===== src/rtl/gemm_pkg.sv =====
// rtl/gemm_pkg.sv - shared GEMM constants and the result-drain state type
package gemm_pkg;

  localparam int ACC_W  = 19;
  localparam int OPND_W = 8;
  localparam int Q_MIN  = -128;
  localparam int Q_MAX  = 127;

  typedef enum logic {
    IDLE = 1'b0,
    SEND = 1'b1
  } drain_state_e;

endpackage


===== src/rtl/drain_sat8.sv =====
// rtl/drain_sat8.sv - arithmetic shift then saturate to signed 8-bit, sign-extended back to ACC_W
module drain_sat8 #(
  parameter int ACC_W = gemm_pkg::ACC_W,
  parameter int SHIFT = 7
) (
  input  logic [ACC_W-1:0] acc_i,
  output logic [ACC_W-1:0] data_o,
  output logic             sat_o
);
  import gemm_pkg::*;

  localparam logic signed [ACC_W-1:0] HI = ACC_W'(Q_MAX);
  localparam logic signed [ACC_W-1:0] LO = ACC_W'(Q_MIN);

  logic signed [ACC_W-1:0] shifted;

  assign shifted = $signed(acc_i) >>> SHIFT;

  // Clamp the truncated quotient into the 8-bit range and flag any clamping
  always_comb begin
    data_o = shifted;
    sat_o  = 1'b0;
    if (shifted > HI) begin
      data_o = HI;
      sat_o  = 1'b1;
    end else if (shifted < LO) begin
      data_o = LO;
      sat_o  = 1'b1;
    end
  end

endmodule


===== src/rtl/gemm_result_drain.sv =====
// rtl/gemm_result_drain.sv - snapshot a MAC row on capture and stream it out; DRAIN_SAT8_EN adds requantization
module gemm_result_drain #(
  parameter int NUM_MACS = 4,
  parameter int ACC_W    = gemm_pkg::ACC_W,
  parameter int SHIFT    = 7
) (
  input  logic                        clk,
  input  logic                        rst_n,
  input  logic [NUM_MACS*ACC_W-1:0]   acc_in,
  input  logic                        capture,
  output logic                        busy,
  output logic                        capture_drop,
  output logic [ACC_W-1:0]            out_data,
  output logic [$clog2(NUM_MACS)-1:0] out_idx,
  output logic                        out_last,
  output logic                        out_valid,
  input  logic                        out_ready,
  output logic                        out_sat
);
  import gemm_pkg::*;

  localparam int               IDX_W    = $clog2(NUM_MACS);
  localparam logic [IDX_W-1:0] LAST_IDX = IDX_W'(NUM_MACS - 1);

  if (NUM_MACS < 2) begin : g_bad_num_macs
    $error("gemm_result_drain: NUM_MACS must be at least 2");
  end
  if ((SHIFT < 0) || (SHIFT >= ACC_W)) begin : g_bad_shift
    $error("gemm_result_drain: SHIFT must lie in [0, ACC_W-1]");
  end

  drain_state_e                   state_q, state_d;
  logic [IDX_W-1:0]               idx_q, idx_d;
  logic [NUM_MACS-1:0][ACC_W-1:0] bank_q;
  logic [NUM_MACS-1:0][ACC_W-1:0] bank_in;
  logic                           load;
  logic                           drop_q, drop_d;

`ifdef DRAIN_SAT8_EN
  logic [NUM_MACS-1:0] sat_in;
  logic [NUM_MACS-1:0] sat_bank_q;

  // Requantize on the way into the bank so the output path adds no latency
  for (genvar g = 0; g < NUM_MACS; g++) begin : g_sat
    drain_sat8 #(
      .ACC_W (ACC_W),
      .SHIFT (SHIFT)
    ) u_drain_sat8 (
      .acc_i  (acc_in[g*ACC_W +: ACC_W]),
      .data_o (bank_in[g]),
      .sat_o  (sat_in[g])
    );
  end

  // Saturation flags travel with their values through the bank
  always_ff @(posedge clk or negedge rst_n) begin
    if (!rst_n) begin
      sat_bank_q <= '0;
    end else if (load) begin
      sat_bank_q <= sat_in;
    end
  end

  assign out_sat = (state_q == SEND) && sat_bank_q[idx_q];
`else
  assign bank_in = acc_in;
  assign out_sat = 1'b0;
`endif

  // Next-state: accept a snapshot when idle or on the final handshake, drop it otherwise
  always_comb begin
    state_d = state_q;
    idx_d   = idx_q;
    load    = 1'b0;
    drop_d  = 1'b0;
    case (state_q)
      IDLE: begin
        if (capture) begin
          load    = 1'b1;
          idx_d   = '0;
          state_d = SEND;
        end
      end
      SEND: begin
        if (out_ready) begin
          if (idx_q == LAST_IDX) begin
            idx_d = '0;
            if (capture) begin
              load = 1'b1;
            end else begin
              state_d = IDLE;
            end
          end else begin
            idx_d = idx_q + 1'b1;
          end
        end
        drop_d = capture && !load;
      end
      default: begin
        state_d = IDLE;
        idx_d   = '0;
      end
    endcase
  end

  // State, beat index and drop pulse registers
  always_ff @(posedge clk or negedge rst_n) begin
    if (!rst_n) begin
      state_q <= IDLE;
      idx_q   <= '0;
      drop_q  <= 1'b0;
    end else begin
      state_q <= state_d;
      idx_q   <= idx_d;
      drop_q  <= drop_d;
    end
  end

  // Snapshot bank: the whole row is taken in one cycle so the MACs are free immediately
  always_ff @(posedge clk or negedge rst_n) begin
    if (!rst_n) begin
      bank_q <= '0;
    end else if (load) begin
      bank_q <= bank_in;
    end
  end

  assign out_valid    = (state_q == SEND);
  assign busy         = out_valid;
  assign out_idx      = idx_q;
  assign out_last     = out_valid && (idx_q == LAST_IDX);
  assign out_data     = out_valid ? bank_q[idx_q] : '0;
  assign capture_drop = drop_q;

endmodule


===== config.mk =====
export PLATFORM = sky130hd
export DESIGN_NAME = gemm_result_drain
export DESIGN_NICKNAME = d
export VERILOG_FILES = /design/src/rtl/gemm_pkg.sv /design/src/rtl/drain_sat8.sv /design/src/rtl/gemm_result_drain.sv
export SDC_FILE = /design/constraint.sdc
export NUM_CORES = 1
export LEC_CHECK = 0
export BUFFER_PORTS_ARGS = -buffer_cell sky130_fd_sc_hd__buf_2
export CAP_MARGIN = 20
export CORE_UTILIZATION = 54
export CTS_BUF_LIST = sky130_fd_sc_hd__clkbuf_8
export DETAILED_ROUTE_END_ITERATION = 10
export PLACE_DENSITY = 0.91
export SYNTH_ARGS = -nofsm -noshare
export SYNTH_HDL_FRONTEND = slang
export SYNTH_SLANG_ARGS = --single-unit

===== constraint.sdc =====
create_clock -name clk -period 2.08 [get_ports clk]
set_clock_uncertainty 0.15 [all_clocks]
set_input_delay 0.104 -clock clk [delete_from_list [all_inputs] [get_ports clk]]
set_output_delay 0.104 -clock clk [all_outputs]
set_load 0.1 [all_outputs]

==> results.md, run 1 <==
Run status:
- The flow ran to the end, and the final reports show no timing, DRC or antenna violations.

GRT:
- The remaining global-route overflow is 0.
- The initial antenna violation count came to 0.
- The largest net degree at the start of global routing is 42.
- The number of global-route vias before repair is 3,284.
- The global-route usage over all layers is 33.05%.
- The wire length of the first global-routing pass is 17,760 um.

CTS:
- For the worst-skew pair, the clock arrives at the later sink with an insertion delay of 0.35 ns.
- In this run the number of H-tree levels came out at 3.
- The clock sink count is 80.
- The clock slew at the register clock pins of the worst setup and hold paths is 0.09 ns.
- Counting the buffers created by CTS gives 9.
- The TritonCTS clock tree is yes.
- After clock tree synthesis, the setup repair step added 0 buffers.
- The cell at the root of the clock tree is sky130_fd_sc_hd__clkbuf_8.
- In this run the deepest clock path goes through 2 buffers.

Floorplan:
- From bottom edge to top edge, the die measures 85.92 um.
- The starting density of the core is 55.97%.
- The die covers 7381 sq um.
- The number of I/O pins is 106.
- The region available for standard cell placement spans 6794 sq um.
- The number of placement rows is 30.
- The floorplan die width is 85.92 um.

Routing:
- Using the TritonRoute via totals, the vias-per-cell ratio works out to 5.372.
- The remaining antenna violation count after routing is 0.
- The final routed DRC violation total is 0.
- The detailed router finished its first iteration with 121 violations.
- Detailed routing inserted a total of 2,890 vias.
- After detailed routing, the average wire length per cell comes to 21.54 um.
- The routed wire length is 11,590 um.
- The detailed-router iteration count before antenna repair is 4.

Synthesis:
- The post-synthesis average cell area is 15.27 sq um.
- The synthesized net count is 330.
- The biggest area contributor in the post-synthesis netlist is sky130_fd_sc_hd__dfrtp_1.
- The count of unique library cells instantiated by Yosys is 21.
- The share of the Yosys chip area taken by registers is 52.65%.
- The most numerous cell in the Yosys netlist is sky130_fd_sc_hd__dfrtp_1.
- Synthesis produced a netlist whose cell count is 249.
- In the synthesized netlist the async set-or-reset flop fraction comes to 100.0%.
- The synthesized design contains 80 register bits.
- The Yosys step of the flow raised 0 warnings.
- In the synthesized netlist the dominant register cell turns out to be sky130_fd_sc_hd__dfrtp_1.
- The mapped cell area is 3802 sq um.
- After synthesis, the most frequently instantiated cells are sky130_fd_sc_hd__dfrtp_1 (80), sky130_fd_sc_hd__mux2_4 (40), sky130_fd_sc_hd__mux2i_1 (38).
- Ranked by total cell area, the synthesized netlist is headed by sky130_fd_sc_hd__dfrtp_1 (53%), sky130_fd_sc_hd__mux2_4 (16%), sky130_fd_sc_hd__mux2_2 (11%), sky130_fd_sc_hd__mux2i_1 (10%), sky130_fd_sc_hd__o22ai_1 (3.1%).
- The synthesized design devotes to its leading area cell type 52.65% of total area.
- Yosys mapped a number of flops with a built-in enable equal to 0.

Cells and area:
- 0 antenna diodes ended up in the layout.
- Compared with the post-synthesis result, the final layout area differs by 60.25%.
- The proportion of layout cells with a drive suffix above 1 is 56.33%.
- The layout net count is 518.
- Summing all multi-input logic gate instances after layout gives 1959 sq um.
- Measured on the finished design, the core utilization comes to 89.69%.
- The fill cell instance count of the final layout is 248.
- The sequential cells in the finished layout cover a total of 2013 sq um.

Timing:
- The worst path in the final design needs a cycle of 2.048 ns, including I/O delays and setup.
- Setup violations remaining at the end of the flow were counted as 0.
- The number of hold violations in the final report was 0.
- Headroom to the max-slew limit came out at 65.08%.
- Timing would allow up to 0.4883 GHz.
- Setup repair after global routing could not meet its margin everywhere.
- After layout, the worst path uses 98.46% of the clock period.
- For the pin with the worst max-slew slack, the measured transition is 0.5237 ns.
- The number of pins with negative max-slew slack in the final report was 0.

Worst hold path:
- The tightest min-delay check is of the primary input to async pin type.

Setup path:
- The critical path capture point type is a flop.
- In this design, the stage delay of the slowest critical-path cell is 0.53 ns.
- The worst register-to-register path has a setup slack of 0.03 ns.
- The critical path goes through ha_2 > a21boi_2 > nand2b_4 > buf_12 > mux2_2.
- The worst register-to-register path begins at out_idx[1]$_DFFE_PN0P_.
- The number of cells on the worst reg-to-reg path is 5.
- The critical path class is flop to flop.
- The reg-to-reg critical path endpoint is bank_q[17]$_DFFE_PN0P_.
- The cell with the biggest individual delay on the critical path is sky130_fd_sc_hd__dfrtp_4.
- The arrival time at the worst endpoint is 2.14 ns.
- The sort of element at the start of the critical path is a flop.
- The biggest fanout along the worst timing path is 25.
- The required time reported for the critical path endpoint is 2.17 ns.

Placement:
- The number of buffers added on ports is 104.
- After legalization and detailed placement, the total HPWL measured 6166 um.
- The congestion estimate from routability-driven global placement came to 0.8665.

Run:
- The max capacitance violation total is 0.
layout make-up:
cell class                 count  area share, %
clock inverter                 5         0.5339
sequential                    80          33.04
timing repair buffer         195          29.82
clock buffer                  11          2.485
multi-input combinational    151          32.16
tap                           96          1.971
layout by cell type, fill, tap and decap left out, types with 11 or more instances in the layout:
cell type | netlist | layout
sky130_fd_sc_hd__mux2_2 | 37 | 37
sky130_fd_sc_hd__mux2i_2 | 0 | 13
sky130_fd_sc_hd__dlygate4sd3_1 | 0 | 79
sky130_fd_sc_hd__mux2i_1 | 38 | 25
sky130_fd_sc_hd__clkbuf_8 | 0 | 11
sky130_fd_sc_hd__dfrtp_1 | 80 | 77
sky130_fd_sc_hd__mux2_4 | 40 | 40
sky130_fd_sc_hd__buf_12 | 4 | 26
sky130_fd_sc_hd__o22ai_4 | 0 | 19
sky130_fd_sc_hd__buf_2 | 5 | 83
registers in the layout, summed over array words and instances (netlist names):
name / flops
capture_drop: 1
busy: 1
out_idx: 2
bank_q: 76
kinds of logic (layout without fill, tap and decap cells):
logic type | count (synthesis) | count (layout) | synth area share (%)
AND/OR/NAND/NOR | 11 | 11 | 1.909
multiplexers | 115 | 115 | 36.76
AO/OA/AOI/OAI | 23 | 23 | 3.817
buffers and inverters | 18 | 211 | 4.442
other | 1 | 1 | 0.09862
adder cells (fa/ha/maj) | 1 | 1 | 0.3290
flip-flops | 80 | 80 | 52.65
worst max path at each step:
stage                                      start                     end  slack (ns)  depth (start not counted)
after detailed placement  out_idx[1]$_DFFE_PN0P_  bank_q[17]$_DFFE_PN0P_        0.12                          5
after floorplan           out_idx[0]$_DFFE_PN0P_  bank_q[19]$_DFFE_PN0P_       0.004                          6
after global routing      out_idx[0]$_DFFE_PN0P_            out_data[16]      -0.005                          5
final                     out_idx[1]$_DFFE_PN0P_  bank_q[17]$_DFFE_PN0P_        0.03                          5
after global placement    out_idx[1]$_DFFE_PN0P_   bank_q[4]$_DFFE_PN0P_        0.16                          5
after CTS                 out_idx[1]$_DFFE_PN0P_             out_data[4]       -0.02                          4
what timing repair did:
| action | in CTS | in global routing |
|---|---|---|
| gates resized for setup | 3 | 12 |
| hold buffers | 79 | 0 |
| hold endpoints to repair | 119 | 0 |
| pin swaps | 0 | 2 |
| endpoints found under the setup margin | 6 | 13 |
| gates cloned | 0 | 1 |
stage by stage:
step | setup WS, ns | instance area [sq um] | TNS [ns] | hold slack (ns) | std cells
after detailed placement | 0.1161 | 5035 | 0 | -0.03652 | 442
after floorplan | 0.004034 | 4121 | 0 | -0.3416 | 249
after global placement | 0.1631 | 5035 | 0 | -0.04072 | 442
final | 0.03210 | 6093 | 0 | 0.1172 | 538
after CTS | -0.01750 | 6021 | -0.04447 | 0.1192 | 537
after global routing | -0.005281 | 6093 | -0.008152 | 0.1724 | 538
critical path: cells and delay by family, from the launching register on:
family	cells	cell delay (ns)
flip-flops	1	0.53
multiplexers	1	0.36
adder cells (fa/ha/maj)	1	0.22
AND/OR/NAND/NOR	1	0.26
buffers and inverters	1	0.21
AO/OA/AOI/OAI	1	0.20
layer usage:
layer | up-vias | GRT usage (%) | wire (um)
met5 | - | 0 | 0
met4 | 0 | 10.91 | 368
met3 | 29 | 6.352 | 454
met2 | 109 | 58.73 | 6165
met1 | 1472 | 40.46 | 4600
li1 | 1280 | - | -
Power of run 1 is left out: the tool's default activity adds up to more than one toggle a clock period on the data nets, which glitch-free logic cannot reach.
==> inputs of run 2 (changes only) <==
Settings changed: REMOVE_ABC_BUFFERS set to 1, SYNTH_HIERARCHICAL set to 1.
==> run 2 against run 1 <==
  * Largest cell class unchanged
  * Synthesized cell count stayed put
  * Register-to-register slack better by 0.06 ns
  * Cell area is 6.1% lower
  * Flip-flop and latch count stayed put
  * Critical path depth is 1 lower
  * Setup slack better by 0.032 ns
==> results.md, run 2 <==
Cells and area:
- The repair_antennas step left the layout with diodes totalling 0.
- At the end of the flow, the number of nets in the layout was 516.
- From synthesis to final layout, the design area changed by 50.48%.
- Across the whole layout, storage elements account for 2004 sq um.
- The top cell types in the final layout, fill and taps aside, are sky130_fd_sc_hd__buf_2 (83), sky130_fd_sc_hd__dlygate4sd3_1 (79), sky130_fd_sc_hd__dfrtp_1 (78).
- Summing all multi-input logic gate instances after layout gives 1632 sq um.
- The leading cell type in the layout, fill and taps excluded is sky130_fd_sc_hd__buf_2.
- The register with the most flip-flops in the layout has 76 of them.
- The register with the highest flop count is bank_q.
- Fill cells in the final layout number 325.
- The share of the core filled with cells in the final layout is 84.22%.
- The proportion of layout cells with a drive suffix above 1 is 48.18%.

Routing:
- The average detailed-routed wire length per instance is 18.60 um.
- The pre-antenna-repair detailed-routing pass consisted of 4 iterations.
- Dividing the detail-routed via count by the number of cells gives 5.179.
- The detailed router placed 2,776 vias in this run.
- The top routing layer in use is met4.
- In the final routing, the length of wire on met1 measures 3860 um.
- After the first detailed-routing iteration, the DRC count stood at 124.
- Summed over all layers, the routed wires come to 9971 um.
- The count of nets left with antenna violations once routing finished came out at 0.
- The final routed DRC violation total is 0.
- Summed over all nets, wire length on met3 after detailed routing comes to 437 um.
- The met2 routed wirelength is 5376 um.

Synthesis:
- The mapped cell area is 3802 sq um.
- After synthesis, the largest area contributor takes up 52.65% of total cell area.
- After technology mapping, the gate count stands at 249.
- Yosys attributes the largest share of cell area to sky130_fd_sc_hd__dfrtp_1 (53%), sky130_fd_sc_hd__mux2_4 (16%), sky130_fd_sc_hd__mux2_2 (11%), sky130_fd_sc_hd__mux2i_1 (10%), sky130_fd_sc_hd__o22ai_1 (3.1%).
- After synthesis, the mean cell area works out to 15.27 sq um.
- The most numerous cell in the Yosys netlist is sky130_fd_sc_hd__dfrtp_1.
- Counting flops with a built-in enable in the synthesized netlist gives 0.
- Counting instances in the post-synthesis netlist gives the leading cell types as sky130_fd_sc_hd__dfrtp_1 (80), sky130_fd_sc_hd__mux2_4 (40), sky130_fd_sc_hd__mux2i_1 (38).
- The count of yosys warnings during synthesis is 6.
- For this run, the leading register cell type out of synthesis is sky130_fd_sc_hd__dfrtp_1.
- For this run, asynchronously set or reset flops after synthesis account for 100.0%.
- Yosys mapped the design onto 21 distinct sky130hd cell types.
- For this run, the register share of the synthesized area comes to 52.65%.
- Counting flops and latches in the post-synthesis netlist gives 80.
- The library cell occupying the most area in the post-synthesis netlist is sky130_fd_sc_hd__dfrtp_1.

Setup path:
- By startpoint and endpoint, the worst setup path is classified as flop to output pin.
- In this run the worst path has a maximum fanout of 9.
- The critical path capture point type is an output pin.
- The sort of element at the start of the critical path is a flop.
- Data on the critical path is required at its endpoint by 1.83 ns.
- The arrival time at the worst endpoint is 1.76 ns.

Worst hold path:
- The tightest min-delay check is of the primary input to async pin type.

Run:
- The max capacitance violation total is 0.

Floorplan:
- The chip height is 85.92 um.
- The starting density of the core is 55.97%.
- Pin placement for this block handled 106 I/O pins.
- In this run the standard cell core region covers 6794 sq um.
- The floorplan step defined a die boundary enclosing 7381 sq um.
- The floorplan die width is 85.92 um.
- The number of placement rows is 30.

CTS:
- The clock slew at the register clock pins of the worst setup and hold paths is 0.09 ns.
- The cell at the root of the clock tree is sky130_fd_sc_hd__clkbuf_8.
- At the later pin of the worst-skew pair, clock insertion delay measures 0.35 ns.
- The H-tree level count is 3.
- The largest buffer count on any clock path is 2.
- The TritonCTS clock tree is yes.
- Counting every sink on the clock net gives 80.
- The number of clock buffers inserted by TritonCTS is 9.
- In this run the post-CTS setup repair buffer count came out at 0.

Timing:
- Headroom to the max-slew limit came out at 56.51%.
- Setup repair after global routing could not meet its margin everywhere.
- The number of pins with negative max-slew slack in the final report is 0.
- The number of failing setup endpoints in the final timing report is 0.
- For the pin with the worst max-slew slack, the measured transition is 0.6524 ns.
- The number of hold violations in the final report is 0.
- The clock period minus worst slack is 2.016 ns.
- The worst hold margin is 0.1732 ns.
- Derived from the worst setup path, the maximum achievable clock frequency is 0.4960 GHz.
- After layout, the worst path uses 96.92% of the clock period.

GRT:
- The number of global-route vias before repair was 3,206.
- The remaining global-route overflow is 0.
- The global-route usage over all layers is 29.15%.
- Entering global routing, the biggest net connects 52 pins.
- The initial antenna violation count is 0.
- The wire length of the first global-routing pass is 15,960 um.

Placement:
- Summed over all nets, the half-perimeter wirelength after detailed placement is 5506 um.
- During placement, the flow inserted port buffers numbering 104.
- The congestion estimate from routability-driven global placement came to 0.7807.

Run status:
- The flow ran to the end, and the final reports show no timing, DRC or antenna violations.
==> run 2: cell types whose count changed in the layout (fill, tap and decap cells not counted), moves of 3 or more <==
| cell | before | now |
|---|---|---|
| sky130_fd_sc_hd__o22ai_1 | 0 | 19 |
| sky130_fd_sc_hd__o22ai_4 | 19 | 0 |
| sky130_fd_sc_hd__mux2i_1 | 25 | 38 |
| sky130_fd_sc_hd__mux2i_2 | 13 | 0 |
| sky130_fd_sc_hd__dfrtp_4 | 3 | 0 |
==> run 2: cells by family (layout without fill, tap and decap cells) <==
group / after synthesis / count (layout) / share of synthesized area, %
AO/OA/AOI/OAI: 23 / 23 / 3.817
multiplexers: 115 / 115 / 36.76
buffers and inverters: 18 / 209 / 4.442
adder cells (fa/ha/maj): 1 / 1 / 0.3290
other: 1 / 1 / 0.09862
AND/OR/NAND/NOR: 11 / 11 / 1.909
flip-flops: 80 / 80 / 52.65
==> run 2: timing repair <==
item	4_1_cts	5_1_grt
setup endpoints to repair	20	13
hold buffers	79	0
gates resized for setup	2	2
endpoints found under the hold margin	129	0
==> run 2: through the flow <==
stage / setup TNS [ns] / setup slack (ns) / cell area (sq um) / cells
4_1_cts: 0 / 0.03103 / 5715 / 536
6_report: 0 / 0.06404 / 5722 / 536
2_1_floorplan: -186.06 / -2.153 / 3633 / 231
3_5_place_dp: 0 / 0.1253 / 4691 / 441
5_1_grt: -0.03134 / -0.01647 / 5722 / 536
3_3_place_gp: 0 / 0.1802 / 4691 / 441
==> run 2: metal layers <==
| metal | track usage, % | vias up |
|---|---|---|
| li1 | - | 1274 |
| met1 | 32.04 | 1374 |
| met2 | 53.61 | 102 |
| met3 | 5.775 | 26 |
| met4 | 14.09 | 0 |
| met5 | 0 | - |
==> run 2: path summary, 6_finish.rpt <==
path	start	endpoint	slack (ns)	depth (start not counted)
worst max register to register	out_idx[0]$_DFFE_PN0P_	bank_q[6]$_DFFE_PN0P_	0.09	5
worst max-delay path	out_idx[0]$_DFFE_PN0P_	out_data[2]	0.06	4
worst min-delay path	rst_n	bank_q[7]$_DFFE_PN0P_	0.17	2
worst min register to register	bank_q[15]$_DFFE_PN0P_	bank_q[15]$_DFFE_PN0P_	0.36	1
max in group asynchronous	rst_n	bank_q[73]$_DFFE_PN0P_	0.93	3
min in group clk	acc_in[15]	bank_q[15]$_DFFE_PN0P_	0.36	3
==> run 2: layout make-up <==
type / instances / area share, %
Sequential cell: 80 / 35.03
Timing Repair Buffer: 193 / 30.40
Multi-Input combinational cell: 151 / 28.52
Clock buffer: 9 / 2.165
Tap cell: 96 / 2.099
Clock inverter: 7 / 1.793
==> run 2: worst max-delay path, cell delays in order, from the launching register on <==
cell,delay (ns)
sky130_fd_sc_hd__dfrtp_1,0.45
sky130_fd_sc_hd__nand2b_1,0.21
sky130_fd_sc_hd__buf_4,0.19
sky130_fd_sc_hd__o22ai_1,0.33
sky130_fd_sc_hd__buf_12,0.23
Power of run 2 is left out for the same reason.
